## config.mk

```make
export PLATFORM = sky130hd
export DESIGN_NAME = deskew_scan_ctrl
export DESIGN_NICKNAME = d
export VERILOG_FILES = /design/src/rtl/deskew_pkg.sv /design/src/rtl/deskew_scan_ctrl.sv
export SDC_FILE = /design/constraint.sdc
export NUM_CORES = 1
export LEC_CHECK = 0
export CAP_MARGIN = 5
export CORE_AREA = 3 3 98 100
export DETAILED_ROUTE_END_ITERATION = 12
export DIE_AREA = 0 0 101 103
export PLACE_DENSITY = 0.46
export SLEW_MARGIN = 20
export SYNTH_ARGS = -nofsm -noshare
export SYNTH_HDL_FRONTEND = slang
export SYNTH_SLANG_ARGS = --single-unit
```

## constraint.sdc

```tcl
create_clock -name clk -period 3.3 [get_ports clk]
set_input_delay 0.495 -clock clk [delete_from_list [all_inputs] [get_ports clk]]
set_output_delay 0.495 -clock clk [all_outputs]
set_load 0.05 [all_outputs]
```

## src/rtl/deskew_pkg.sv

```systemverilog
// Shared types and constants for the deskew address path: scan FSM encoding
// and widths common to the scan controller and skew_acc.
package deskew_pkg;

    typedef enum logic [1:0] {
        ST_IDLE = 2'd0,
        ST_CLR  = 2'd1,
        ST_RUN  = 2'd2,
        ST_DONE = 2'd3
    } scan_state_e;

    localparam int DEF_X_W = 8;
    localparam int DEF_Y_W = 10;
    localparam int ACC_W   = 24;

    // True when a counter sits on the last index of a non-empty range.
    function automatic logic at_last(input logic [15:0] idx, input logic [15:0] size);
        return (idx == (size - 16'd1));
    endfunction

endpackage

```

## src/rtl/deskew_scan_ctrl.sv

```systemverilog
// Raster-order scan sequencer for skew_acc: walks x across each line and y down
// the frame, pacing beats with addr_valid/addr_ready and advancing the accumulator per line.
module deskew_scan_ctrl
    import deskew_pkg::*;
#(
    parameter int X_W = DEF_X_W,
    parameter int Y_W = DEF_Y_W
) (
    input  logic           clk,
    input  logic           rst_n,
    input  logic           start,
    input  logic           abort,
    input  logic [X_W-1:0] img_width,
    input  logic [Y_W-1:0] img_height,
    output logic [X_W-1:0] x_out,
    output logic           acc_en,
    output logic           acc_sclr,
    output logic [Y_W-1:0] line_idx,
    output logic           addr_valid,
    input  logic           addr_ready,
    output logic           busy,
    output logic           done,
    output scan_state_e    dbg_state
);

    // Handshake: a beat transfers on any rising edge where addr_valid and
    // addr_ready are both high; addr_valid never drops until that happens.

    scan_state_e    state_q, state_d;
    logic [X_W-1:0] x_q, x_d;
    logic [Y_W-1:0] line_q, line_d;
    logic [X_W-1:0] width_q, width_d;
    logic [Y_W-1:0] height_q, height_d;
    logic           sclr_q, sclr_d;
    logic           valid_q, valid_d;
    logic           busy_q, busy_d;
    logic           done_q, done_d;
    logic           hs;
    logic           last_col;
    logic           last_line;

    always_comb begin
        state_d   = state_q;
        x_d       = x_q;
        line_d    = line_q;
        width_d   = width_q;
        height_d  = height_q;
        sclr_d    = 1'b0;
        valid_d   = 1'b0;
        busy_d    = 1'b0;
        done_d    = 1'b0;
        acc_en    = 1'b0;
        hs        = (state_q == ST_RUN) && valid_q && addr_ready && !abort;
        last_col  = at_last(16'(x_q), 16'(width_q));
        last_line = at_last(16'(line_q), 16'(height_q));

        if (abort) begin
            // Any in-flight beat is dropped; the accumulator is cleared next cycle.
            state_d = ST_IDLE;
            x_d     = '0;
            line_d  = '0;
            sclr_d  = 1'b1;
        end else begin
            case (state_q)
                ST_IDLE: begin
                    if (start) begin
                        width_d  = img_width;
                        height_d = img_height;
                        x_d      = '0;
                        line_d   = '0;
                        sclr_d   = 1'b1;
                        busy_d   = 1'b1;
                        state_d  = ST_CLR;
                    end
                end
                ST_CLR: begin
                    if ((width_q != '0) && (height_q != '0)) begin
                        valid_d = 1'b1;
                        busy_d  = 1'b1;
                        state_d = ST_RUN;
                    end else begin
                        done_d  = 1'b1;
                        state_d = ST_DONE;
                    end
                end
                ST_RUN: begin
                    valid_d = 1'b1;
                    busy_d  = 1'b1;
                    if (hs) begin
                        if (!last_col) begin
                            x_d = x_q + X_W'(1);
                        end else if (!last_line) begin
                            // Advance skew_acc at this edge so the new line's first beat sees it.
                            acc_en = 1'b1;
                            x_d    = '0;
                            line_d = line_q + Y_W'(1);
                        end else begin
                            valid_d = 1'b0;
                            busy_d  = 1'b0;
                            done_d  = 1'b1;
                            state_d = ST_DONE;
                        end
                    end
                end
                ST_DONE: begin
                    state_d = ST_IDLE;
                end
                default: begin
                    state_d = ST_IDLE;
                end
            endcase
        end
    end

    always_ff @(posedge clk) begin
        if (!rst_n) begin
            state_q  <= ST_IDLE;
            x_q      <= '0;
            line_q   <= '0;
            width_q  <= '0;
            height_q <= '0;
            sclr_q   <= 1'b0;
            valid_q  <= 1'b0;
            busy_q   <= 1'b0;
            done_q   <= 1'b0;
        end else begin
            state_q  <= state_d;
            x_q      <= x_d;
            line_q   <= line_d;
            width_q  <= width_d;
            height_q <= height_d;
            sclr_q   <= sclr_d;
            valid_q  <= valid_d;
            busy_q   <= busy_d;
            done_q   <= done_d;
        end
    end

    assign x_out      = x_q;
    assign line_idx   = line_q;
    assign acc_sclr   = sclr_q;
    assign addr_valid = valid_q;
    assign busy       = busy_q;
    assign done       = done_q;
    assign dbg_state  = state_q;

endmodule

```

[Word-level counts from Yosys, hierarchy flattened]
Cells that the tools add are included.
Word-level totals
  output and inout bits: 25
  bits of input ports: 23
  word-level logic and storage cells: 74
  ROM bits: 0
  latch bits: 0
  memories kept: 0
  RAM bits: 0
  flip-flop bits (word level): 42
Operators by class
  eq/ne operators: 11
  $mul: 0
  bitwise operators: 2
  order comparisons: 0
  div/mod/pow operators: 0
  reductions and logical operators: 14
  shift operators: 0
  muxes and demuxes: 34
  $add $sub $neg: 4
Operator list (count)
  $mux W10: 4
  $mux W8: 4
  $pmux W10 S2: 1
  $eq A10 B16 Y1: 1
  $eq A8 B16 Y1: 1
  $mux W1: 16
  $pmux W8 S2: 1
  $sub A10 B1 Y11 const B: 1
  $add A10 B1 Y10 const B: 1
  $ne A2 B2 Y1 const B: 5
  $reduce_bool A10 Y1: 1
  $sub A8 B1 Y9 const B: 1
  $add A8 B1 Y8 const B: 1
  $mux W2: 4
  $pmux W2 S4: 1
  $reduce_and A4 Y1: 2
  $reduce_bool A8 Y1: 1
  $reduce_and A5 Y1: 1
  $eq A2 B2 Y1 const B: 2
  $logic_and A1 B1 Y1: 4
  $pmux W1 S2: 2
  $ne A3 B3 Y1 const B: 1
  $pmux W1 S3: 1
  $reduce_and A3 Y1: 1
  other kinds (6): 7

[Longest topological paths before layout]
Gate-level depths: netlist of run 1.
  depth in word-level cells: 7
  mapped depth: 11
  depth with buffers taken out: 10

[Least setup slack after synthesis of run 1]
Ideal clock, no wire load.
  path kind: reg2out
  start: reg x_q[7], in the netlist x_out[7]
  end: out acc_en
  arrival time: 3.133 ns
  path slack: -0.328 ns
  path buffers: 0
  data required time: 2.805 ns
  stages on the path, launching flop included: 7
  cell sequence: dfxtp_1 > xor2_1 > or3_1 > a311o_1 > a311oi_4 > nand2_2 > nor3_1
Between the ends
  longest elaborated chain between the ends: 5
Ends and longest elaborated chain
  start, declared: line deskew_scan_ctrl.sv:30  | logic [X_W-1:0] x_q, x_d;
  start signal, assigned: line deskew_scan_ctrl.sv:118  | x_q <= '0;
  start signal, assigned: line deskew_scan_ctrl.sv:128  | x_q <= x_d;
  $eq A8 B16 Y1: line deskew_pkg.sv:18  | return (idx == (size - 16'd1));
  $mux W1: line deskew_scan_ctrl.sv:90  | if (!last_col) begin
  $mux W1: line deskew_scan_ctrl.sv:89  | if (hs) begin
  $mux W1: line deskew_scan_ctrl.sv:64  | case (state_q)
  $mux W1: line deskew_scan_ctrl.sv:57  | if (abort) begin
  end, declared: line deskew_scan_ctrl.sv:16  | output logic acc_en,
Every way passes these cells.

[Final worst setup path of run 1]
  start: reg width_q[1]
  end: out acc_en
Between the ends
  longest elaborated chain between the ends: 6
Ends and longest elaborated chain
  start, declared: line deskew_scan_ctrl.sv:32  | logic [X_W-1:0] width_q, width_d;
  start signal, assigned: line deskew_scan_ctrl.sv:130  | width_q <= width_d;
  $sub A8 B1 Y9: line deskew_pkg.sv:18
  $eq A8 B16 Y1: line deskew_pkg.sv:18
  $mux W1: line deskew_scan_ctrl.sv:90
  $mux W1: line deskew_scan_ctrl.sv:89
  $mux W1: line deskew_scan_ctrl.sv:64
  $mux W1: line deskew_scan_ctrl.sv:57
Every way passes these cells.

==> results of run 1 <==
synthesized netlist by cell type, drive strengths merged (2+ instances only):
| library cell | instances |
|---|---|
| nand2b | 3 |
| a211oi | 3 |
| clkbuf | 10 |
| o31ai | 4 |
| nand3 | 13 |
| o21ai | 13 |
| and3 | 2 |
| nand4 | 2 |
| nand2 | 49 |
| dfxtp | 42 |
| ha | 10 |
| a21boi | 19 |
| xor2 | 9 |
| or2 | 3 |
| nor2b | 4 |
| mux2i | 3 |
| a32oi | 3 |
| nor4b | 2 |
| nand4b | 3 |
| inv | 12 |
| or4 | 6 |
| nor2 | 23 |
| a21oi | 18 |
| nor3b | 2 |
| a2bb2oi | 2 |
| nor4 | 3 |
| buf | 2 |
| or3 | 8 |
| nor3 | 9 |
| o211ai | 3 |
| xnor2 | 15 |
logic make-up after synthesis:
| logic type | count (synthesis) |
|---|---|
| AOI/OAI and AO/OA | 77 |
| xor gates and xnor gates | 25 |
| adders and majority gates | 10 |
| buffers and inverters | 24 |
| DFF | 42 |
| muxes | 4 |
| and+or+nand+nor | 134 |
metal layers:
| layer | track usage (%) | vias to the layer above | wire [um] | share of wire, % |
|---|---|---|---|---|
| li1 | - | 1233 | - | - |
| met1 | 19.3 | 1144 | 3530 | 47 |
| met2 | 24.6 | 46 | 3550 | 47 |
| met3 | 3.52 | 8 | 282 | 3.8 |
| met4 | 5.42 | 0 | 119 | 1.6 |
| met5 | 0 | - | 0 | 0 |
what timing repair did:
action / CTS / global route
setup buffers: 0 / 1
pin swaps: 0 / 2
endpoints found under the setup margin: 1 / 1
hold buffers: 0 / 0
resized for setup: 1 / 3
flip-flops by register name (all words and copies together) (netlist names):
| register | count |
|---|---|
| addr_valid | 1 |
| x_out | 8 |
| busy | 1 |
| width_q | 8 |
| done | 1 |
| acc_sclr | 1 |
| dbg_state | 2 |
| line_idx | 10 |
| height_q | 10 |
layout make-up:
class                   count  share of cell area, %
flip-flops and latches     42                   24.9
inverters                  12                   1.33
multi-input cells         250                   49.7
clock buffers               8                   3.25
well taps                 108                   3.99
repair buffers             59                   16.9
path summary, 6_finish.rpt:
kind | endpoint | depth (start not counted)
hold reg to reg | height_q[9]$_SDFFE_PN0P_ | 2
setup reg to reg | line_idx[0]$_SDFFE_PP0P_ | 10
setup / recovery | acc_en | 8
hold / removal | height_q[9]$_SDFFE_PN0P_ | 2
power breakdown:
part	switching (mW)	internal (mW)	leakage [nW]	total, mW
Sequential	0.0209	0.521	0.341	0.542
Clock	0.183	0.212	0.0575	0.395
Combinational	0.131	0.115	0.761	0.246
worst register-to-register path: stages, from the launching register on:
cell and delay (ns):
dfxtp_1 0.42, inv_1 0.09, ha_1 0.27, xor2_1 0.20
xnor2_1 0.14, a32oi_1 0.07, or4_4 0.56, or3_1 0.40
nand4_1 0.33, mux2_2 0.38, nor2_1 0.08
metrics by stage:
| step | worst slack [ns] | power, mW | instance area (um^2) |
|---|---|---|---|
| after floorplan | 0.0994 | 0.709 | 2600 |
| after global routing | 0.0181 | 1.25 | 3390 |
| after detailed placement | 0.206 | 0.795 | 3250 |
| final | 0.188 | 1.18 | 3390 |
| after CTS | 0.0436 | 1.20 | 3360 |
| after global placement | 0.286 | 0.797 | 3250 |
==> results.json, run 1 <==
{
  "cp_num_buf_inv": 2,
  "drt_iter0_drc": 71,
  "cpLargestDelayFamily": "simple AND/OR/NAND/NOR gates",
  "worst_slew_pin_slew_ns": 0.613,
  "fin_util_pct": 38.6,
  "critPathLaunch": "width_q[1]$_SDFFE_PN0P_",
  "ys_ff_latch": 42,
  "clk-insertion-delay-late_ns": 0.29,
  "synth_top_cell_area_share_pct": 32.4,
  "remaining_drc_errors": 0,
  "routed_wirelength_um": 7480,
  "tritoncts": "built",
  "grt-ovfl-total": 0,
  "tns_ns": 0,
  "io_buffers": 47,
  "status": "finished clean",
  "synthesis.area_mm2": 0.00260,
  "synth_xor_area_share_pct": 8.96,
  "p_leak_nw": 1.16,
  "synth_top_family_by_area": "simple AND/OR/NAND/NOR gates",
  "grt_pass1_vias": 2376,
  "yosys_warnings": 0,
  "synth_edf_count": 0,
  "synth_top_area_cell": "dfxtp_1",
  "core_mm2": 0.00876,
  "numCtsBuffers": 5,
  "synthMuxAreaShare_pct": 1.59,
  "required_ns": 2.80,
  "slew_headroom_pct": 58.7,
  "slowest_stage": "dfxtp_2",
  "fin_cells": 479,
  "area_delta_synth_final_pct": 30.4,
  "hold_viol_final": 0,
  "clk_pin_slew_ns": 0.08,
  "power_density_mw_per_mm2": 349,
  "synthSimpleGateAreaFrac_pct": 27.1,
  "dp_hpwl_um": 5710,
  "clockBufferDepth": 2,
  "fillCellCount": 911,
  "hold_start": "height_q[9]$_SDFFE_PN0P_",
  "final_common_cell": "nand2_1",
  "synthAdderAreaFrac_pct": 4.82,
  "root_buffer": "clkbuf_8",
  "vias": 2431,
  "fp.dieH_um": 103,
  "rrSetupSlack_ns": 0.30,
  "cp_max_fo": 6,
  "die_x_um": 101,
  "htree_num_levels": 2,
  "track_usage_pct": 15.0,
  "antenna_found_initial": 0,
  "pin_count": 48,
  "min_path_type": "flip-flop to flip-flop",
  "ys.flop_type": "dfxtp_1",
  "row_count": 34,
  "syn_inst": 316,
  "fmax_mhz": 321,
  "grt_max_degree": 21,
  "drtAntennaViolNets": 0,
  "drive_above_1_share_pct": 11.1,
  "endpoint_kind": "output port",
  "period_minus_slack_ns": 3.11,
  "start_util_pct": 29.6,
  "avgSynthCellArea_um2": 8.22,
  "ys_async_sr_fraction_pct": 0,
  "cts.sinks": 42,
  "seq_area_um2": 842,
  "n_antenna_cell": 0,
  "firstDrtPassIters": 4,
  "vdd_drop_max_v": 0.000137,
  "placed_cells": 470,
  "rr_startpoint": "height_q[1]$_SDFFE_PN0P_",
  "drv_slew": 0,
  "yosysUniqueCellTypes": 58,
  "syn_nets": 349,
  "viasPerCell": 5.08,
  "cp_cell_sequence": "inv_1, ha_1, or3_1, a311o_1, a311oi_4, nand2_2, nor3_2, buf_12",
  "holdWs_ns": 0.505,
  "crit_type": "flip-flop to output port",
  "cpPeakStageDelay_ns": 0.40,
  "grt_pass1_wl_um": 12200,
  "rsz0062_at_grt": "false",
  "yosysSeqAreaShare_pct": 32.4,
  "routedWlPerCell_um": 15.6,
  "max_cap_violations": 0,
  "skew_ns": 0.00623,
  "synth_compound_area_share_pct": 21.5,
  "setup_viol_count_final": 0,
  "dieArea_mm2": 0.0104,
  "arrival_ns": 2.62,
  "multi_input_area_mm2": 0.00168,
  "synthTopCellsByArea": "dfxtp_1 (32%), nand2_1 (6.9%), a21boi_0 (5.5%), xnor2_1 (5.1%), ha_1 (4.8%)",
  "layout.nets": 403,
  "crit_path_start_kind": "flip-flop",
  "min_period_over_period_pct": 94.3,
  "final_cell_mix": "nand2_1 (48), clkdlybuf4s50_1 (46), dfxtp_1 (41), nor2_1 (23), a21boi_0 (19)",
  "gp_congestion": 0.863
}
Note: power is estimated with default switching activity, not from simulation.
==> run 2, diff against run 1 <==
Settings changed: PLACE_DENSITY 0.46 to 0.47, REMOVE_ABC_BUFFERS set to 1.
Clock period 3.3 ns to 2.7 ns, I/O delays scaled along.
==> results.json, run 2 (synthesized netlist as in run 1, its figures left out) <==
{
  "start_util_pct": 29.6,
  "worst_slack_ns": -0.193,
  "period_minus_slack_ns": 2.89,
  "grt_max_degree": 21,
  "fin_util_pct": 44.1,
  "placed_cells": 502,
  "clk-insertion-delay-late_ns": 0.30,
  "drtAntennaViolNets": 0,
  "required_ns": 2.30,
  "grt_pass1_vias": 2536,
  "routedWlPerCell_um": 14.7,
  "rrSetupSlack_ns": -0.18,
  "dieArea_mm2": 0.0104,
  "final_cell_mix": "nand2_1 (48), clkdlybuf4s50_1 (46), buf_4 (41), dfxtp_1 (38), nor2_1 (21)",
  "core_mm2": 0.00876,
  "root_buffer": "clkbuf_8",
  "dpl_cell_area_mm2": 0.00348,
  "fmax_mhz": 346,
  "worst_slew_pin_slew_ns": 0.553,
  "vias": 2560,
  "gp_congestion": 0.776,
  "drive_above_1_share_pct": 25.1,
  "n_antenna_cell": 0,
  "antenna_found_initial": 0,
  "die_x_um": 101,
  "grt-ovfl-total": 0,
  "min_path_type": "flip-flop to flip-flop",
  "drv_slew": 0,
  "htree_num_levels": 2,
  "remaining_drc_errors": 0,
  "rsz0062_at_grt": "true",
  "tritoncts": "built",
  "endpoint_kind": "output port",
  "grt_pass1_wl_um": 12500,
  "layout.nets": 439,
  "min_period_over_period_pct": 107,
  "holdWs_ns": 0.494,
  "clk_pin_slew_ns": 0.09,
  "io_buffers": 47,
  "vdd_drop_max_v": 0.000202,
  "fin_cells": 515,
  "design_area_mm2": 0.00386,
  "firstDrtPassIters": 4,
  "numCtsBuffers": 5,
  "holdBufCountCts": 0,
  "row_count": 34,
  "drt_iter0_drc": 84,
  "final_common_cell": "nand2_1",
  "dp_hpwl_um": 5600,
  "area_delta_synth_final_pct": 48.7,
  "pin_count": 48,
  "track_usage_pct": 15.1,
  "fp.dieH_um": 103,
  "arrival_ns": 2.49,
  "setup_viol_count_final": 20,
  "crit_type": "flip-flop to output port",
  "max_cap_violations": 0,
  "slew_headroom_pct": 62.6,
  "p_leak_nw": 1.40,
  "cts.sinks": 42,
  "status": "complete, but fails checks",
  "power_density_mw_per_mm2": 424,
  "viasPerCell": 4.97,
  "hold_viol_final": 0,
  "skew_ns": 0.00753,
  "routed_wirelength_um": 7550,
  "cp_max_fo": 4,
  "crit_path_start_kind": "flip-flop",
  "clockBufferDepth": 2,
  "violations": "negative setup slack"
}
run 2: worst paths after layout:
kind                            cells past startpoint                     start                        to
worst min register to register                      2  height_q[9]$_SDFFE_PN0P_  height_q[9]$_SDFFE_PN0P_
worst max-delay path                               11   width_q[0]$_SDFFE_PN0P_                    acc_en
worst max register to register                      9  height_q[2]$_SDFFE_PN0P_     x_out[1]$_SDFFE_PP0P_
worst min-delay path                                2  height_q[9]$_SDFFE_PN0P_  height_q[9]$_SDFFE_PN0P_
run 2: cell type report:
| class | instances | area, um^2 |
|---|---|---|
| timing repair buffer | 95 | 876 |
| clock inverter | 2 | 60.1 |
| sequential | 42 | 846 |
| clock buffer | 6 | 82.6 |
| tap | 108 | 135 |
| inverter | 12 | 45.0 |
| multi-input combinational | 250 | 1820 |
| fill | 929 | 4900 |
run 2: timing repair:
| item | 4_1_cts | 5_1_grt |
|---|---|---|
| pin swaps | 29 | 29 |
| resized for setup | 22 | 24 |
| endpoints found under the setup margin | 14 | 24 |
| buffers inserted | 6 | 1 |
run 2: per-layer routing:
layer	routed length, um	global-route usage (%)	up-vias
li1	-	-	1307
met1	3590	20.1	1194
met2	3620	25.3	50
met3	252	3.32	9
met4	95	3.17	0
met5	0	0	-
run 2: through the flow:
| step | power, mW | TNS, ns | setup slack (ns) |
|---|---|---|---|
| 2_1_floorplan | 0.862 | -2.43 | -0.840 |
| 3_3_place_gp | 1.00 | -0.0141 | -0.0141 |
| 3_5_place_dp | 1.00 | -0.245 | -0.0555 |
| 4_1_cts | 1.65 | -3.29 | -0.251 |
| 5_1_grt | 1.73 | -4.87 | -0.316 |
| 6_report | 1.64 | -2.12 | -0.193 |
run 2: power by group:
part           internal, mW  leakage [nW]  switching (mW)  total, mW
Combinational         0.179         0.983           0.175      0.354
Clock                 0.395        0.0714           0.233      0.627
Sequential            0.637         0.343          0.0197      0.657
run 2: worst max-delay path: stages, from the launching register on:
cell and delay (ns):
dfxtp_2 0.34, inv_2 0.05, ha_4 0.17, buf_4 0.13, buf_4 0.13, xnor2_1 0.13, a221oi_2 0.27, a31oi_2 0.08
a311oi_4 0.33, nand2_2 0.14, nor3_4 0.25, buf_12 0.17
==> run 3, diff against run 2 <==
Settings changed: CAP_MARGIN 5 to 30.
==> results of run 3 <==
Final layout, timing and power as in run 2 (identical DEF).
